`config.mk`:
```
export PLATFORM = sky130hd
export DESIGN_NAME = exp_sum_acc_flat
export DESIGN_NICKNAME = d
export VERILOG_FILES = /design/src/rtl/nfm_pkg.sv /design/src/rtl/exp_sum_acc_if.sv /design/src/rtl/sat_add.sv /design/src/rtl/exp_sum_acc.sv /design/src/flat_wrapper.sv
export SDC_FILE = /design/constraint.sdc
export NUM_CORES = 1
export LEC_CHECK = 0
export BUFFER_PORTS_ARGS = -buffer_cell sky130_fd_sc_hd__buf_2
export CAP_MARGIN = 25
export CORE_MARGIN = 4
export CORE_UTILIZATION = 28
export CTS_CLUSTER_SIZE = 10
export DETAILED_ROUTE_END_ITERATION = 8
export GPL_ROUTABILITY_DRIVEN = 0
export GPL_TIMING_DRIVEN = 0
export PLACE_DENSITY = 0.53
export SKIP_CTS_REPAIR_TIMING = 1
export SYNTH_ARGS = -nofsm -noshare
export SYNTH_HDL_FRONTEND = slang
export SYNTH_SLANG_ARGS = --single-unit
```
`constraint.sdc`:
```
create_clock -name clk -period 4.2 [get_ports clk]
set_clock_uncertainty 0.1 [all_clocks]
set_input_delay 1.26 -clock clk [delete_from_list [all_inputs] [get_ports clk]]
set_output_delay 1.26 -clock clk [all_outputs]
set_load 0.01 [all_outputs]
```
`src/rtl/nfm_pkg.sv`:
```
// Shared types and default widths for the exp-sum accumulator slice.
// FSM state encoding, element counter width and fixed-point defaults.
package nfm_pkg;

   localparam int BF_D      = 8;
   localparam int FPW_D     = 16;
   localparam int ACC_W_D   = 24;
   localparam int LEN_W     = 8;
   localparam int CNT_W     = 9;

   typedef enum logic [1:0] {
      ST_IDLE  = 2'd0,
      ST_ACCUM = 2'd1,
      ST_DONE  = 2'd2
   } acc_state_e;

endpackage

```
`src/rtl/exp_sum_acc_if.sv`:
```
// Control, input stream and result handshake of the accumulator.
// master = producer/consumer side, slave = accumulator side.
interface exp_sum_acc_if
   import nfm_pkg::*;
#(
   parameter int FPW = FPW_D,
   parameter int AW  = ACC_W_D
);
   logic             start;
   logic [LEN_W-1:0] len;
   logic             clr;
   logic             in_valid;
   logic             in_ready;
   logic [FPW-1:0]   in_data;
   logic             out_valid;
   logic             out_ready;
   logic [AW-1:0]    out_sum;
   logic             out_sat;
   logic             busy;

   modport master (
      output start, len, clr, in_valid, in_data, out_ready,
      input  in_ready, out_valid, out_sum, out_sat, busy
   );

   modport slave (
      input  start, len, clr, in_valid, in_data, out_ready,
      output in_ready, out_valid, out_sum, out_sat, busy
   );
endinterface

```
`src/rtl/sat_add.sv`:
```
// Unsigned saturating adder: narrow addend zero-extended onto wide one.
// Sum clamps to all-ones and flags overflow when the carry-out is set.
module sat_add #(
   parameter int AW = 24,
   parameter int BW = 16
) (
   input  logic [AW-1:0] i_a,
   input  logic [BW-1:0] i_b,
   output logic [AW-1:0] o_sum,
   output logic          o_ovf
);
   logic [AW:0] w_full;

   // full-width add with one guard bit, then clamp on carry
   always_comb begin
      w_full = {1'b0, i_a} + {{(AW + 1 - BW){1'b0}}, i_b};
      o_ovf  = w_full[AW];
      o_sum  = o_ovf ? {AW{1'b1}} : w_full[AW-1:0];
   end
endmodule

```
`src/rtl/exp_sum_acc.sv`:
```
// Accumulates a vector of exp2 results into a saturating unsigned sum.
// IDLE -> ACCUM (len beats, 0 = 256) -> DONE until the result is taken.
module exp_sum_acc
   import nfm_pkg::*;
#(
   parameter int Bf              = BF_D,
   parameter int FIX_POINT_WIDTH = FPW_D,
   parameter int ACC_WIDTH       = ACC_W_D
) (
   input  logic         clk,
   input  logic         rst_n,
   exp_sum_acc_if.slave bus
);
   generate
      if (ACC_WIDTH < FIX_POINT_WIDTH + 1 || Bf > FIX_POINT_WIDTH)
      begin : g_bad_param
         $error("exp_sum_acc: illegal width parameters");
      end
   endgenerate

   acc_state_e           r_state;
   acc_state_e           w_next;
   logic [ACC_WIDTH-1:0] r_acc;
   logic [ACC_WIDTH-1:0] w_sum;
   logic                 w_ovf;
   logic [CNT_W-1:0]     r_cnt;
   logic [CNT_W-1:0]     w_target;
   logic [LEN_W-1:0]     r_len;
   logic                 r_sat;
   logic                 w_beat;
   logic                 w_last;

   sat_add #(
      .AW (ACC_WIDTH),
      .BW (FIX_POINT_WIDTH)
   ) u_sat_add (
      .i_a   (r_acc),
      .i_b   (bus.in_data),
      .o_sum (w_sum),
      .o_ovf (w_ovf)
   );

   // element count decode and beat/last-beat qualifiers
   always_comb begin
      w_target = (r_len == '0) ? CNT_W'(256) : {1'b0, r_len};
      w_beat   = (r_state == ST_ACCUM) && bus.in_valid;
      w_last   = w_beat && ((r_cnt + CNT_W'(1)) == w_target);
   end

   // next-state logic; clr overrides everything
   always_comb begin
      w_next = r_state;
      if (bus.clr) begin
         w_next = ST_IDLE;
      end else begin
         unique case (r_state)
            ST_IDLE:  if (bus.start)     w_next = ST_ACCUM;
            ST_ACCUM: if (w_last)        w_next = ST_DONE;
            ST_DONE:  if (bus.out_ready) w_next = ST_IDLE;
            default:                     w_next = ST_IDLE;
         endcase
      end
   end

   // state register
   always_ff @(posedge clk or negedge rst_n) begin
      if (!rst_n) r_state <= ST_IDLE;
      else        r_state <= w_next;
   end

   // datapath: latch len on start, accumulate accepted beats
   always_ff @(posedge clk or negedge rst_n) begin
      if (!rst_n) begin
         r_acc <= '0;
         r_cnt <= '0;
         r_len <= '0;
         r_sat <= 1'b0;
      end else if (bus.clr) begin
         r_acc <= '0;
         r_cnt <= '0;
         r_len <= '0;
         r_sat <= 1'b0;
      end else if (r_state == ST_IDLE && bus.start) begin
         r_acc <= '0;
         r_cnt <= '0;
         r_len <= bus.len;
         r_sat <= 1'b0;
      end else if (w_beat) begin
         r_acc <= w_sum;
         r_cnt <= r_cnt + CNT_W'(1);
         r_sat <= r_sat | w_ovf;
      end
   end

   // outputs decoded from state; result gated to zero outside DONE
   always_comb begin
      bus.in_ready  = (r_state == ST_ACCUM);
      bus.out_valid = (r_state == ST_DONE);
      bus.busy      = (r_state != ST_IDLE);
      bus.out_sum   = (r_state == ST_DONE) ? r_acc : '0;
      bus.out_sat   = (r_state == ST_DONE) ? r_sat : 1'b0;
   end
endmodule

```
`src/flat_wrapper.sv`:
```
// flat-port wrapper written by rule: the top's interface ports become plain ports
module exp_sum_acc_flat import nfm_pkg::*;
#(
   parameter int Bf              = BF_D,
   parameter int FIX_POINT_WIDTH = FPW_D,
   parameter int ACC_WIDTH       = ACC_W_D
)
  (clk, rst_n, bus_start, bus_len, bus_clr, bus_in_valid, bus_in_data, bus_out_ready, bus_in_ready, bus_out_valid, bus_out_sum, bus_out_sat, bus_busy);
  exp_sum_acc_if #(.FPW(16), .AW(24)) bus_i ();
  input  logic clk;
  input  logic rst_n;
  input wire logic [$bits(bus_i.start)-1:0] bus_start;
  input wire logic [$bits(bus_i.len)-1:0] bus_len;
  input wire logic [$bits(bus_i.clr)-1:0] bus_clr;
  input wire logic [$bits(bus_i.in_valid)-1:0] bus_in_valid;
  input wire logic [$bits(bus_i.in_data)-1:0] bus_in_data;
  input wire logic [$bits(bus_i.out_ready)-1:0] bus_out_ready;
  output wire logic [$bits(bus_i.in_ready)-1:0] bus_in_ready;
  output wire logic [$bits(bus_i.out_valid)-1:0] bus_out_valid;
  output wire logic [$bits(bus_i.out_sum)-1:0] bus_out_sum;
  output wire logic [$bits(bus_i.out_sat)-1:0] bus_out_sat;
  output wire logic [$bits(bus_i.busy)-1:0] bus_busy;
  assign bus_i.start = bus_start;
  assign bus_i.len = bus_len;
  assign bus_i.clr = bus_clr;
  assign bus_i.in_valid = bus_in_valid;
  assign bus_i.in_data = bus_in_data;
  assign bus_i.out_ready = bus_out_ready;
  assign bus_in_ready = bus_i.in_ready;
  assign bus_out_valid = bus_i.out_valid;
  assign bus_out_sum = bus_i.out_sum;
  assign bus_out_sat = bus_i.out_sat;
  assign bus_busy = bus_i.busy;
  exp_sum_acc #(.Bf(Bf), .FIX_POINT_WIDTH(FIX_POINT_WIDTH), .ACC_WIDTH(ACC_WIDTH)) u_core (.clk(clk), .rst_n(rst_n), .bus(bus_i));
endmodule
```
==> out/results.tsv <==
stage	metric	value	unit
outcome	status	finished clean	
layout	Nets	480	
pwr	register share of total power	41.5	%
critical_path	Critical Path End	u_core.r_acc[8]	
synthesis	Post-Syn Area per Cell	8.53	sq um
synthesis	flops & latches, synth	44	
cts	maximum buffer depth of the clock tree	2	
sta	Slew Viols, Final	0	
grt	Tot GR Track Use	13.6	%
critical_path	Setup crit start kind	input pin	
sta	Final Worst Setup Slack	0.293	ns
critical_path	Critical path origin	bus_in_data[0]	
sta	Final setup violation count	0	
synthesis	post-synthesis sequential area ratio	35.2	%
grt	initial antenna violation count	0	
floorplanning	die area	12900	sq um
pwr	Clock Power Share	42.0	%
place	post-DP HPWL	6630	microns
floorplanning	core area	10900	sq um
cts	Skew-Pair Late Insertion Delay	0.30	ns
critical_path	flop-to-flop setup slack	0.93	ns
cts	CTS buffer count	5	
pwr	Switch Pwr	272	uW
cts	Root Driver	clkbuf_8	
layout	multi-input combinational cell area	1940	sq um
synthesis	synthesized instance count	367	
critical_path	crit-path max FO	10	
sta	Max Freq	256	MHz
pwr	combinational group share of total power	16.5	%
drt	DRC violations left	0	
floorplanning	Row Count	38	
place	Setup WS pre-CTS	0.0487	ns
sta	final critical-path required period	3.91	ns
floorplanning	Die Y	114	microns
floorplanning	Starting Density	28.8	%
layout	fraction of layout instances using a drive strength above 1	18.2	%
place	port bufs	57	
cts	H-tree levels	2	
drt	drt initial violations	135	
floorplanning	# IOs	58	
drt	Vias	2920	
critical_path	Required @ worst endpoint	4.28	ns
synthesis	Area contributors post-synth	dfrtp_1, ha_1, nand2_1	
layout	Sequential cell area	1100	sq um
layout	# diodes	0	
layout	commonest non-fill, non-tap cell in the layout	buf_2	
critical_path	WS Path Type	input pin to register	
critical_path	R2R cell count	10	
synthesis	area leader, netlist	dfrtp_1	
sta	worst-margin pin slew	0.741	ns
drt	routed len/inst	15.1	microns
pwr	P_leak	1.78	nW
layout	Filler Cell Count	1139	
drt	Antenna Nets Post-Route	0	
pwr	VDD IR-drop max	142	uV
synthesis	Synthesized Nets	415	
flow_run	Max-cap violations	0	
grt	vias in the first global route	2929	
layout	area grow syn2layout	20.4	%
pwr	switching share of power	25.2	%
synthesis	Synth Cell Area	3130	sq um
critical_path	critical path arrival	3.99	ns
min_path	WHS Path Cells	1	
synthesis	Cell variety after synth	56	
sta	RSZ-0062 raised after global routing	false	
critical_path	crit end category	register	
grt	grt ovf	0	
cts	TritonCTS clock tree	built	
drt	Pre-antenna DRT Iters	4	
critical_path	RR Startpoint	u_core.r_acc[0]	
synthesis	asr flop ratio synth	100	%
cts	clk slew on worst S/H paths	0.09	ns
pwr	PwrDens	287	nW/um^2
sta	Tcrit/Tclk final	93.0	%
sta	Final TNS setup	0	ns
drt	final WL	8660	microns
cts	clk sinks	44	
sta	Fin. Hold Viols	0	
synthesis	EDFF count, synth	0	
layout	commonest non-fill, non-tap cells in the layout	buf_2, nand2_1, dfrtp_1	
pwr	Internal Pwr Total	808	uW
min_path	HP Class	register to register	
synthesis	post-synth top area share	35.2	%
floorplanning	die width	114	microns
synthesis	Post-synth top flop	dfrtp_1	
drt	Via density	5.10	
grt	first-pass GRT wire length	14400	microns
critical_path	r2r endpoint	u_core.r_acc[8]	
sta	Worst slew margin	50.5	%
synthesis	Yosys Warn Count	0	
grt	largest net degree at the start of global routing	34	
[logic make-up after synthesis]
kind of cell	Yosys count	synth area share [%]
adder cells (fa/ha/maj)	18	7.43
buffers and inverters	22	2.72
flip-flops	44	35.2
multiplexers	2	0.640
XOR/XNOR	25	6.99
AO/OA/AOI/OAI	111	23.8
AND/OR/NAND/NOR	145	23.2
[how the worst min path moves through the flow]
stage	start	to	slack [ns]
after floorplan	u_core.r_state[1]	u_core.r_state[0]	0.37
after global placement	u_core.r_sat	u_core.r_sat	0.40
after detailed placement	u_core.r_cnt[8]	u_core.r_cnt[8]	0.40
after CTS	u_core.r_cnt[8]	u_core.r_cnt[8]	0.42
after global routing	u_core.r_cnt[8]	u_core.r_cnt[8]	0.46
final	u_core.r_cnt[8]	u_core.r_cnt[8]	0.41
[cells in the mapped netlist, types with 7 or more instances]
| master | instances |
|---|---|
| xor2_1 | 7 |
| o21ai_0 | 31 |
| clkbuf_1 | 13 |
| nor2_1 | 19 |
| nand3_1 | 7 |
| a221o_1 | 10 |
| inv_1 | 7 |
| xnor2_1 | 18 |
| ha_1 | 17 |
| dfrtp_1 | 44 |
| nand2_1 | 54 |
| a21oi_1 | 26 |
| and2_1 | 27 |
| nor3_1 | 9 |
[layout make-up]
cell class | instances | area share (%)
Multi-Input combinational cell | 301 | 51.6
Sequential cell | 44 | 29.2
Timing Repair Buffer | 58 | 8.10
Tap cell | 140 | 4.65
Clock inverter | 3 | 2.39
Clock buffer | 5 | 1.83
Buffer | 15 | 1.56
Inverter | 7 | 0.697
[registers in the layout, indices dropped and copies added, names as in the netlist]
name and flops:
u_core.r_state 2, u_core.r_acc 24, u_core.r_cnt 9, u_core.r_sat 1, u_core.r_len 8
[worst max-delay path, cell delays in order]
cell      delay, ns
buf_2          0.10
ha_1           0.21
fa_1           0.44
a211oi_2       0.28
o211ai_1       0.18
a221oi_2       0.44
a21oi_2        0.22
and4_1         0.20
buf_2          0.17
buf_2          0.21
a221o_1        0.28
[power by group through the flow]
stage,clock network (mW),logic [mW],registers (mW)
3_5_place_dp,0,0.179,0.457
2_1_floorplan,0,0.122,0.453
3_3_place_gp,0,0.175,0.457
6_report,0.454,0.178,0.449
4_1_cts,0.469,0.180,0.449
5_1_grt,0.483,0.203,0.451
[metrics by stage]
step / area (sq um) / instances / utilization, % / hold slack, ns / power (mW)
global placement: 3590 / 564 / 33.0 / 0.397 / 0.632
floorplan: 3130 / 367 / - / 0.369 / 0.575
detailed placement: 3610 / 565 / 33.2 / 0.402 / 0.636
CTS: 3770 / 573 / 34.6 / 0.417 / 1.10
finish: 3770 / 573 / 34.6 / 0.410 / 1.08
global route: 3770 / 573 / 34.6 / 0.457 / 1.14
[layer usage]
metal / GRT usage, % / wire (microns) / up-vias
met2: 21.0 / 3800 / 74
met5: 0 / 0 / -
met4: 3.77 / 119 / 0
met3: 2.07 / 359 / 10
met1: 19.7 / 4380 / 1365
li1: - / - / 1471
Power figures use the tool's default switching activity.
